==> config.mk <==
export PLATFORM = sky130hd
export DESIGN_NAME = regfile_mp_flat
export DESIGN_NICKNAME = d
export VERILOG_FILES = /design/src/rtl/rf_pkg.sv /design/src/rtl/regfile_mp_if.sv /design/src/rtl/rf_read_port.sv /design/src/rtl/regfile_mp.sv /design/src/flat_wrapper.sv
export SDC_FILE = /design/constraint.sdc
export NUM_CORES = 2
export LEC_CHECK = 0
export ABC_AREA = 1
export CAP_MARGIN = 20
export CORE_ASPECT_RATIO = 0.75
export CORE_MARGIN = 1.5
export CORE_UTILIZATION = 37
export DETAILED_ROUTE_END_ITERATION = 16
export GPL_ROUTABILITY_DRIVEN = 0
export GPL_TIMING_DRIVEN = 0
export PLACE_DENSITY_LB_ADDON = 0.1
export REMOVE_ABC_BUFFERS = 1
export SLEW_MARGIN = 20
export SYNTH_ARGS = -nofsm -noshare
export SYNTH_HDL_FRONTEND = slang
export SYNTH_SLANG_ARGS = --single-unit
==> constraint.sdc <==
create_clock -name clk -period 1.79 [get_ports clk]
set_input_delay 0.2685 -clock clk [delete_from_list [all_inputs] [get_ports clk]]
set_output_delay 0.2685 -clock clk [all_outputs]
set_load 0.02 [all_outputs]
==> src/rtl/rf_pkg.sv <==
// Shared constants and helpers for the multi-port register file.
package rf_pkg;

    localparam int unsigned RF_XLEN  = 32;
    localparam int unsigned RF_NREGS = 32;
    localparam int unsigned RF_NRD   = 2;

    function automatic int unsigned rf_aw(input int unsigned n);
        return (n <= 2) ? 1 : $clog2(n);
    endfunction

    // Register 0 is read-only zero when zero_reg is set; out-of-range addresses are never writable.
    function automatic logic rf_writable(input int unsigned addr, input int unsigned nregs,
                                         input logic zero_reg);
        return (addr < nregs) && !(zero_reg && (addr == 0));
    endfunction

endpackage

==> src/rtl/regfile_mp_if.sv <==
// Read, writeback, issue and scoreboard signals of the multi-port register file.
interface regfile_mp_if
    import rf_pkg::*;
#(
    parameter int unsigned XLEN  = RF_XLEN,
    parameter int unsigned NREGS = RF_NREGS,
    parameter int unsigned NRD   = RF_NRD
);
    localparam int unsigned AW = rf_aw(NREGS);

    logic [NRD*AW-1:0]   rd_addr;
    logic [NRD*XLEN-1:0] rd_data;
    logic [NRD-1:0]      rd_busy;
    logic                wr_en;
    logic [AW-1:0]       wr_addr;
    logic [XLEN-1:0]     wr_data;
    logic                iss_en;
    logic [AW-1:0]       iss_addr;
    logic [NREGS-1:0]    busy_vec;

    modport master (
        output rd_addr, wr_en, wr_addr, wr_data, iss_en, iss_addr,
        input  rd_data, rd_busy, busy_vec
    );

    modport slave (
        input  rd_addr, wr_en, wr_addr, wr_data, iss_en, iss_addr,
        output rd_data, rd_busy, busy_vec
    );

endinterface

==> src/rtl/rf_read_port.sv <==
// One combinational read port: range check, zero-register masking, write bypass and busy masking.
module rf_read_port
    import rf_pkg::*;
#(
    parameter int unsigned XLEN     = RF_XLEN,
    parameter int unsigned NREGS    = RF_NREGS,
    parameter int unsigned AW       = rf_aw(RF_NREGS),
    parameter bit          ZERO_REG = 1'b1,
    parameter bit          BYPASS   = 1'b1
) (
    input  logic [NREGS-1:0][XLEN-1:0] regs,
    input  logic [NREGS-1:0]           busy_vec,
    input  logic [AW-1:0]              addr,
    input  logic                       wr_hit,
    input  logic [AW-1:0]              wr_addr,
    input  logic [XLEN-1:0]            wr_data,
    input  logic                       iss_hit,
    input  logic [AW-1:0]              iss_addr,
    output logic [XLEN-1:0]            data,
    output logic                       pending
);

    logic readable;
    logic byp;

    assign readable = rf_writable(32'(addr), NREGS, ZERO_REG);
    // A same-cycle issue to this register means a newer producer is in flight, so no forwarding.
    assign byp = BYPASS && wr_hit && (addr == wr_addr) && !(iss_hit && (iss_addr == addr));

    always_comb begin
        data    = '0;
        pending = 1'b0;
        if (readable) begin
            data    = byp ? wr_data : regs[addr];
            pending = busy_vec[addr] & ~byp;
        end
    end

endmodule

==> src/rtl/regfile_mp.sv <==
// Parametrised register file with NRD read ports, one writeback port and a busy scoreboard.
module regfile_mp
    import rf_pkg::*;
#(
    parameter int unsigned XLEN     = RF_XLEN,
    parameter int unsigned NREGS    = RF_NREGS,
    parameter int unsigned NRD      = RF_NRD,
    parameter bit          ZERO_REG = 1'b1,
    parameter bit          BYPASS   = 1'b1
) (
    input  logic         clk,
    input  logic         rst,
    regfile_mp_if.slave  bus
);

    localparam int unsigned AW = rf_aw(NREGS);

    logic [NREGS-1:0][XLEN-1:0] regs;
    logic [NREGS-1:0]           busy;
    logic                       wr_ok;
    logic                       iss_ok;
    logic                       wr_hit;

    assign wr_ok  = bus.wr_en  && rf_writable(32'(bus.wr_addr), NREGS, ZERO_REG);
    assign iss_ok = bus.iss_en && rf_writable(32'(bus.iss_addr), NREGS, ZERO_REG);
    // Reads must return zero while reset is held, so forwarding is disabled then.
    assign wr_hit = wr_ok && rst;

    // Storage and scoreboard; issue is applied last so it wins over a same-register writeback.
    always_ff @(posedge clk or negedge rst) begin
        if (!rst) begin
            regs <= '0;
            busy <= '0;
        end else begin
            if (wr_ok) begin
                regs[bus.wr_addr] <= bus.wr_data;
                busy[bus.wr_addr] <= 1'b0;
            end
            if (iss_ok) begin
                busy[bus.iss_addr] <= 1'b1;
            end
        end
    end

    assign bus.busy_vec = busy;

    for (genvar k = 0; k < NRD; k++) begin : g_rd
        rf_read_port #(
            .XLEN     (XLEN),
            .NREGS    (NREGS),
            .AW       (AW),
            .ZERO_REG (ZERO_REG),
            .BYPASS   (BYPASS)
        ) u_port (
            .regs     (regs),
            .busy_vec (busy),
            .addr     (bus.rd_addr[k*AW +: AW]),
            .wr_hit   (wr_hit),
            .wr_addr  (bus.wr_addr),
            .wr_data  (bus.wr_data),
            .iss_hit  (iss_ok),
            .iss_addr (bus.iss_addr),
            .data     (bus.rd_data[k*XLEN +: XLEN]),
            .pending  (bus.rd_busy[k])
        );
    end

endmodule

==> src/flat_wrapper.sv <==
// flat-port wrapper written by rule: the top's interface ports become plain ports
module regfile_mp_flat import rf_pkg::*;
#(
    parameter int unsigned XLEN     = RF_XLEN,
    parameter int unsigned NREGS    = RF_NREGS,
    parameter int unsigned NRD      = RF_NRD,
    parameter bit          ZERO_REG = 1'b1,
    parameter bit          BYPASS   = 1'b1
)
  (clk, rst, bus_rd_addr, bus_wr_en, bus_wr_addr, bus_wr_data, bus_iss_en, bus_iss_addr, bus_rd_data, bus_rd_busy, bus_busy_vec);
  regfile_mp_if #(.XLEN(XLEN), .NREGS(NREGS), .NRD(NRD)) bus_i ();
  input  logic clk;
  input  logic rst;
  input wire logic [$bits(bus_i.rd_addr)-1:0] bus_rd_addr;
  input wire logic [$bits(bus_i.wr_en)-1:0] bus_wr_en;
  input wire logic [$bits(bus_i.wr_addr)-1:0] bus_wr_addr;
  input wire logic [$bits(bus_i.wr_data)-1:0] bus_wr_data;
  input wire logic [$bits(bus_i.iss_en)-1:0] bus_iss_en;
  input wire logic [$bits(bus_i.iss_addr)-1:0] bus_iss_addr;
  output wire logic [$bits(bus_i.rd_data)-1:0] bus_rd_data;
  output wire logic [$bits(bus_i.rd_busy)-1:0] bus_rd_busy;
  output wire logic [$bits(bus_i.busy_vec)-1:0] bus_busy_vec;
  assign bus_i.rd_addr = bus_rd_addr;
  assign bus_i.wr_en = bus_wr_en;
  assign bus_i.wr_addr = bus_wr_addr;
  assign bus_i.wr_data = bus_wr_data;
  assign bus_i.iss_en = bus_iss_en;
  assign bus_i.iss_addr = bus_iss_addr;
  assign bus_rd_data = bus_i.rd_data;
  assign bus_rd_busy = bus_i.rd_busy;
  assign bus_busy_vec = bus_i.busy_vec;
  regfile_mp #(.XLEN(XLEN), .NREGS(NREGS), .NRD(NRD), .ZERO_REG(ZERO_REG), .BYPASS(BYPASS)) u_core (.clk(clk), .rst(rst), .bus(bus_i));
endmodule
After elaboration in Yosys (flattened, before gate mapping)
Cells that the tools add are included.
{ "classes": {"n_mux": 23, "eq_ne": 4, "n_lt_le_gt_ge": 6, "n_bitwise": 7, "reduce_logical": 19} }
{ "ops": {"columns": ["operator", "count"], "rows": [
  ["1024-bit bitwise mux", 1],
  ["32-bit binary-select mux with 5-bit select", 2],
  ["32-bit 2-to-1 mux", 9],
  ["32-bit demux with 5-bit select", 1],
  ["32-bit AND", 1],
  ["32-bit NOT", 1],
  ["32-bit OR", 1],
  ["5-bit by 6-bit < comparator with 1-bit output, second input constant", 4],
  ["5-bit equality test", 4],
  ["5-bit zero test", 4],
  ["1-bit logical AND", 11],
  ["1-bit binary-select mux with 5-bit select", 2],
  ["1-bit demux with 5-bit select", 2],
  ["5-bit by 1-bit greater-or-equal comparator with 1-bit output, second input constant", 2],
  ["1-bit 2-to-1 mux", 6],
  ["1-bit zero test", 4],
  ["1-bit AND", 2],
  ["1-bit NOT", 2]
]} }
{ "word_totals": {"reg_bits": 1056, "in_bits": 56, "elab_cells": 92} }

Depth between registers and ports, before layout
{ "depth": {"word_depth": 9, "mapped_depth": 14, "ltp_nobuf": 12} }

Modules after synthesis
A second synthesis with hierarchy kept.
{ "unflattened": {"hier_cells": 9537, "area_unflattened_um2": 62824.0} }
{ "modules_own_cells": {"columns": ["module", "cells_per_inst", "n_inst", "seq_area_each_um2", "area_per_inst_um2"], "rows": [
  ["regfile_mp", 4495, 1, 26425.3, 39994.6],
  ["rf_read_port", 2521, 2, 0.0, 11414.7]
]} }

Worst setup path before layout
Ideal clock, no wire load.
{ "synth_timing": {"kind": "in2out", "from": "input bus_rd_addr[6]", "to": "output bus_rd_data[53]", "path_buffers": 4, "t_required_ns": 1.521, "cell_stages": 11, "path_slack_ns": -0.288, "arrival_time_ns": 1.809, "path_cell_list": "buf_2 inv_1 buf_2 buf_2 clkbuf_1 o211ai_1 nand3_1 nand3_1 a21oi_1 nor2_1 nor2_1"} }
{ "synth_between": {"elab_chain_cells": 6} }
{ "synth_lines": {"columns": ["item", "line_no", "source"], "rows": [
  ["from (decl)", "flat_wrapper.sv:14", "input wire logic [$bits(bus_i.rd_addr)-1:0] bus_rd_addr;"],
  ["parallel branches: the longest is 5 deep, another holds 32-bit binary-select mux with 5-bit select", null, null],
  ["32-bit 2-to-1 mux *", "rf_read_port.sv:33", "if (readable) begin"],
  ["to (decl)", "flat_wrapper.sv:20", "output wire logic [$bits(bus_i.rd_data)-1:0] bus_rd_data;"]
]} }
Mark *: on every way between the ends. The select of a mux whose other input is x is not followed.

Worst setup path in the final report
{ "layout_timing": {"from": "input bus_rd_addr[5]", "to": "output bus_rd_data[54]"} }
Same word-level chain as after synthesis.

==> run_results.csv <==
group,metric,value,unit
place,place_ws,-3.818,ns
logic_synthesis,muxShareOfSynthArea,0,%
clocking,cts_tree,"done",
routing,wl,316600,um
logic_synthesis,synth_top_area_share,43.20,%
pwr,ir_drop,777.9,uV
logic_synthesis,synth_cell_types,25,
global_route,grt_usage,35.76,%
flow_run,max_cap_viol_count,0,
sta,finalCritPeriodShare,163.6,%
setup_path,r2r-start,"u_core.bus.busy_vec[29]",
routing,drc_errors,0,
finish,finalNonFillerCells,11280,
setup_path,worst_setup_path_start_kind,"primary input",
logic_synthesis,synth-seq-cells,1056,
pwr,power,77.30,mW
place,place_area,0.06622,mm2
sta,slew_viol_final,0,
clocking,ctsHtreeMaxLevel,3,
logic_synthesis,synth_adder_area_share,0,%
hold_path,min_to,"u_core.regs[315]",
global_route,grt_pass1_vias,59533,
hold_path,hold_path.class,"primary input to register",
logic_synthesis,synthSimpleGateAreaFrac,33.07,%
pwr,cellLeakagePower,36.54,nW
setup_path,critPathRequiredTime,1.52,ns
setup_path,cp_max_fo,5,
routing,vias,65903,
finish,nNetsFinal,9066,
floorplan,core_area,0.1645,mm2
global_route,grt_overflow,0,
floorplan,die_w,472.5,um
place,dp_cells,10754,
logic_synthesis,synth_area_leaders,"dfrtp_1, nand2_1, nand3_1",
sta,fin_skew,0,ns
floorplan,rows,129,
logic_synthesis,synth_xor_area_share,0.2004,%
routing,viasPerCell,5.842,
logic_synthesis,synth_top_family_by_area,"simple AND/OR/NAND/NOR gates",
setup_path,crit_type,"primary input to output port",
clocking,clk_path_buf_depth,3,
logic_synthesis,yosysSeqAreaShare,43.20,%
hold_path,min_from,"bus_wr_data[27]",
sta,layout_setup_ws,-1.138,ns
clocking,cts_sinks,1056,
pwr,powerDensity,1003,mW/mm2
place,port_buffers,153,
floorplan,initial_core_util,37.19,%
logic_synthesis,postSynthCellCount,9074,
floorplan,dieArea,0.1678,mm2
outcome,violations,"negative setup slack",
logic_synthesis,yosys.area.top_type,"dfrtp_1",
sta,rsz0062_at_grt,"yes",
setup_path,crit_start,"bus_rd_addr[5]",
finish,fin_area,0.07707,mm2
sta,holdWs,0.02897,ns
setup_path,r2r_setup_slack,0.95,ns
setup_path,timing.rr.end,"u_core.bus.busy_vec[29]",
place,dp_hpwl,150400,um
logic_synthesis,mappedNetlistArea,0.06117,mm2
logic_synthesis,avgSynthCellArea,6.742,um2
global_route,grt_pass1_wl,437500,um
global_route,grt_max_degree,133,
setup_path,cp-end-kind,"output port",
clocking,cts-buffers-inserted,118,
finish,drive_gt1_share,11.78,%
sta,tightest_slew,1.180,ns
finish,fill_cells,16133,
hold_path,min_path_cells,3,
clocking,cts-root-buf,"clkbuf_16",
clocking,clk_pin_slew,0.06,ns
finish,synthToLayoutAreaGrowth,25.98,%
floorplan,ios,154,
setup_path,critPathArrivalTime,2.66,ns
outcome,status,"finished with violations",
logic_synthesis,yosys_warnings,0,
routing,drt-pass1-iter-count,7,
sta,clock.fmax,341.5,MHz
routing,post_drt_wl_per_cell,28.07,um
logic_synthesis,synth-compound-area-share,13.23,%
sta,hold_violations,0,
clocking,insertion_delay,0.79,ns
floorplan,fp.dieH,355.1,um
global_route,antenna_found_initial,12,
routing,ant_nets,0,
sta,relSlewSlack,21.36,%
routing,first_iter_violations,10392,
setup_path,rr_worst_depth,2,
sta,setup_viol,430,
sta,min_period,2.928,ns
==> synthesized netlist by cell type <==
cell	number
nor2_4	6
o211ai_1	136
buf_4	10
dfrtp_1	1056
nor2_2	3
nor2_1	310
nor3_1	4
inv_1	807
o21ai_0	1180
nand4_1	5
buf_2	166
or2_2	30
o21ai_1	21
a21oi_1	204
nand2_2	2
buf_1	87
nand4_4	2
xnor2_1	4
nand2_1	2988
xor2_1	10
clkbuf_1	531
clkinv_1	7
nand3_1	1492
inv_2	7
o22ai_1	6
==> metrics by stage <==
stage	setup TNS, ns	utilization [%]
3_5_place_dp	-1429.49	40.26
3_3_place_gp	-	37.81
5_1_grt	-190.83	46.84
2_1_floorplan	-919.87	-
4_1_cts	-349.30	45.27
6_report	-138.29	46.86
==> sequential cells by signal (all words and copies together), names as in the netlist <==
name / cells
u_core.regs: 1024
u_core.bus.busy_vec: 32
==> cell families (layout without fill, tap and decap cells) <==
group,Yosys count,in the layout
AO/OA/AOI/OAI,1547,1547
other,0,10
XOR/XNOR,14,14
flip-flops,1056,1056
buffers and inverters,1615,1649
AND/OR/NAND/NOR,4842,4843
==> worst max-delay path by stage <==
stage,to,slack (ns),cells past startpoint
2_1_floorplan,bus_rd_data[0],-5.39,9
3_3_place_gp,bus_rd_data[31],-77.09,11
3_5_place_dp,bus_rd_data[34],-3.82,15
4_1_cts,bus_rd_data[52],-1.10,18
5_1_grt,bus_rd_data[52],-1.12,18
6_report,bus_rd_data[54],-1.14,17
==> area by class of cell <==
class | instances | area (um2) | share of cell area (%)
repair buffers | 598 | 10720 | 13.91
inverters | 821 | 3318 | 4.306
flip-flops and latches | 1056 | 26430 | 34.30
well taps | 2161 | 2704 | 3.508
multi-input cells | 6404 | 29870 | 38.76
clock inverters | 38 | 376.6 | 0.4887
diodes | 10 | 25.02 | 0.03247
clock buffers | 181 | 3500 | 4.541
repair inverters | 11 | 121.4 | 0.1575
==> where the power goes <==
group	switching, mW	total (mW)	internal (mW)	leakage (nW)
sequential	3.23	32.3	29.1	12.6
clock	11.3	25.4	14.1	1.92
combinational	12.3	19.6	7.31	22.1
==> what timing repair did <==
action,CTS,global route
hold buffers,15,2
endpoints found under the setup margin,846,1219
hold endpoints to repair,586,21
setup buffers,84,78
gates cloned,94,28
pin swaps,52,108
resized for setup,536,490
==> metal layers <==
| layer | track usage (%) | vias up | share of wire (%) |
|---|---|---|---|
| met4 | 14.86 | 4 | 4.7 |
| met1 | 51.23 | 31439 | 41 |
| li1 | - | 29088 | - |
| met2 | 50.86 | 4520 | 41 |
| met5 | 0 | - | 0.0082 |
| met3 | 9.066 | 852 | 13 |
==> worst max-delay path: stages <==
cell,delay (ns)
buf_16,0.11
buf_16,0.13
buf_16,0.13
buf_16,0.15
buf_16,0.16
buf_8,0.13
nand2_2,0.06
nand4_1,0.09
nor2_2,0.16
nand3_4,0.18
nand2_8,0.16
buf_16,0.14
buf_16,0.14
buf_12,0.16
o21ai_2,0.06
nor2_2,0.21
buf_6,0.15
==> layout by cell type (no fill, tap or decap), types with 19 or more instances in the layout <==
master,netlist,layout
bufbuf_16,0,60
buf_4,10,110
clkbuf_2,0,19
nor2_2,3,27
buf_16,0,133
nand3_2,0,29
nand3_1,1492,1449
nand2_4,0,26
clkinv_2,0,24
buf_6,0,89
nand2_2,2,33
clkbuf_1,531,32
nand2_1,2988,2927
dlymetal6s2s_1,0,39
nor2_4,6,66
clkbuf_8,0,31
nor2_1,310,226
buf_12,0,82
or2_2,30,30
o21ai_0,1180,1144
dfrtp_1,1056,1051
inv_2,7,43
inv_1,807,757
o211ai_1,136,136
a21oi_1,204,195
o21ai_1,21,32
clkbuf_16,0,143
(Power assumes the default switching activity.)
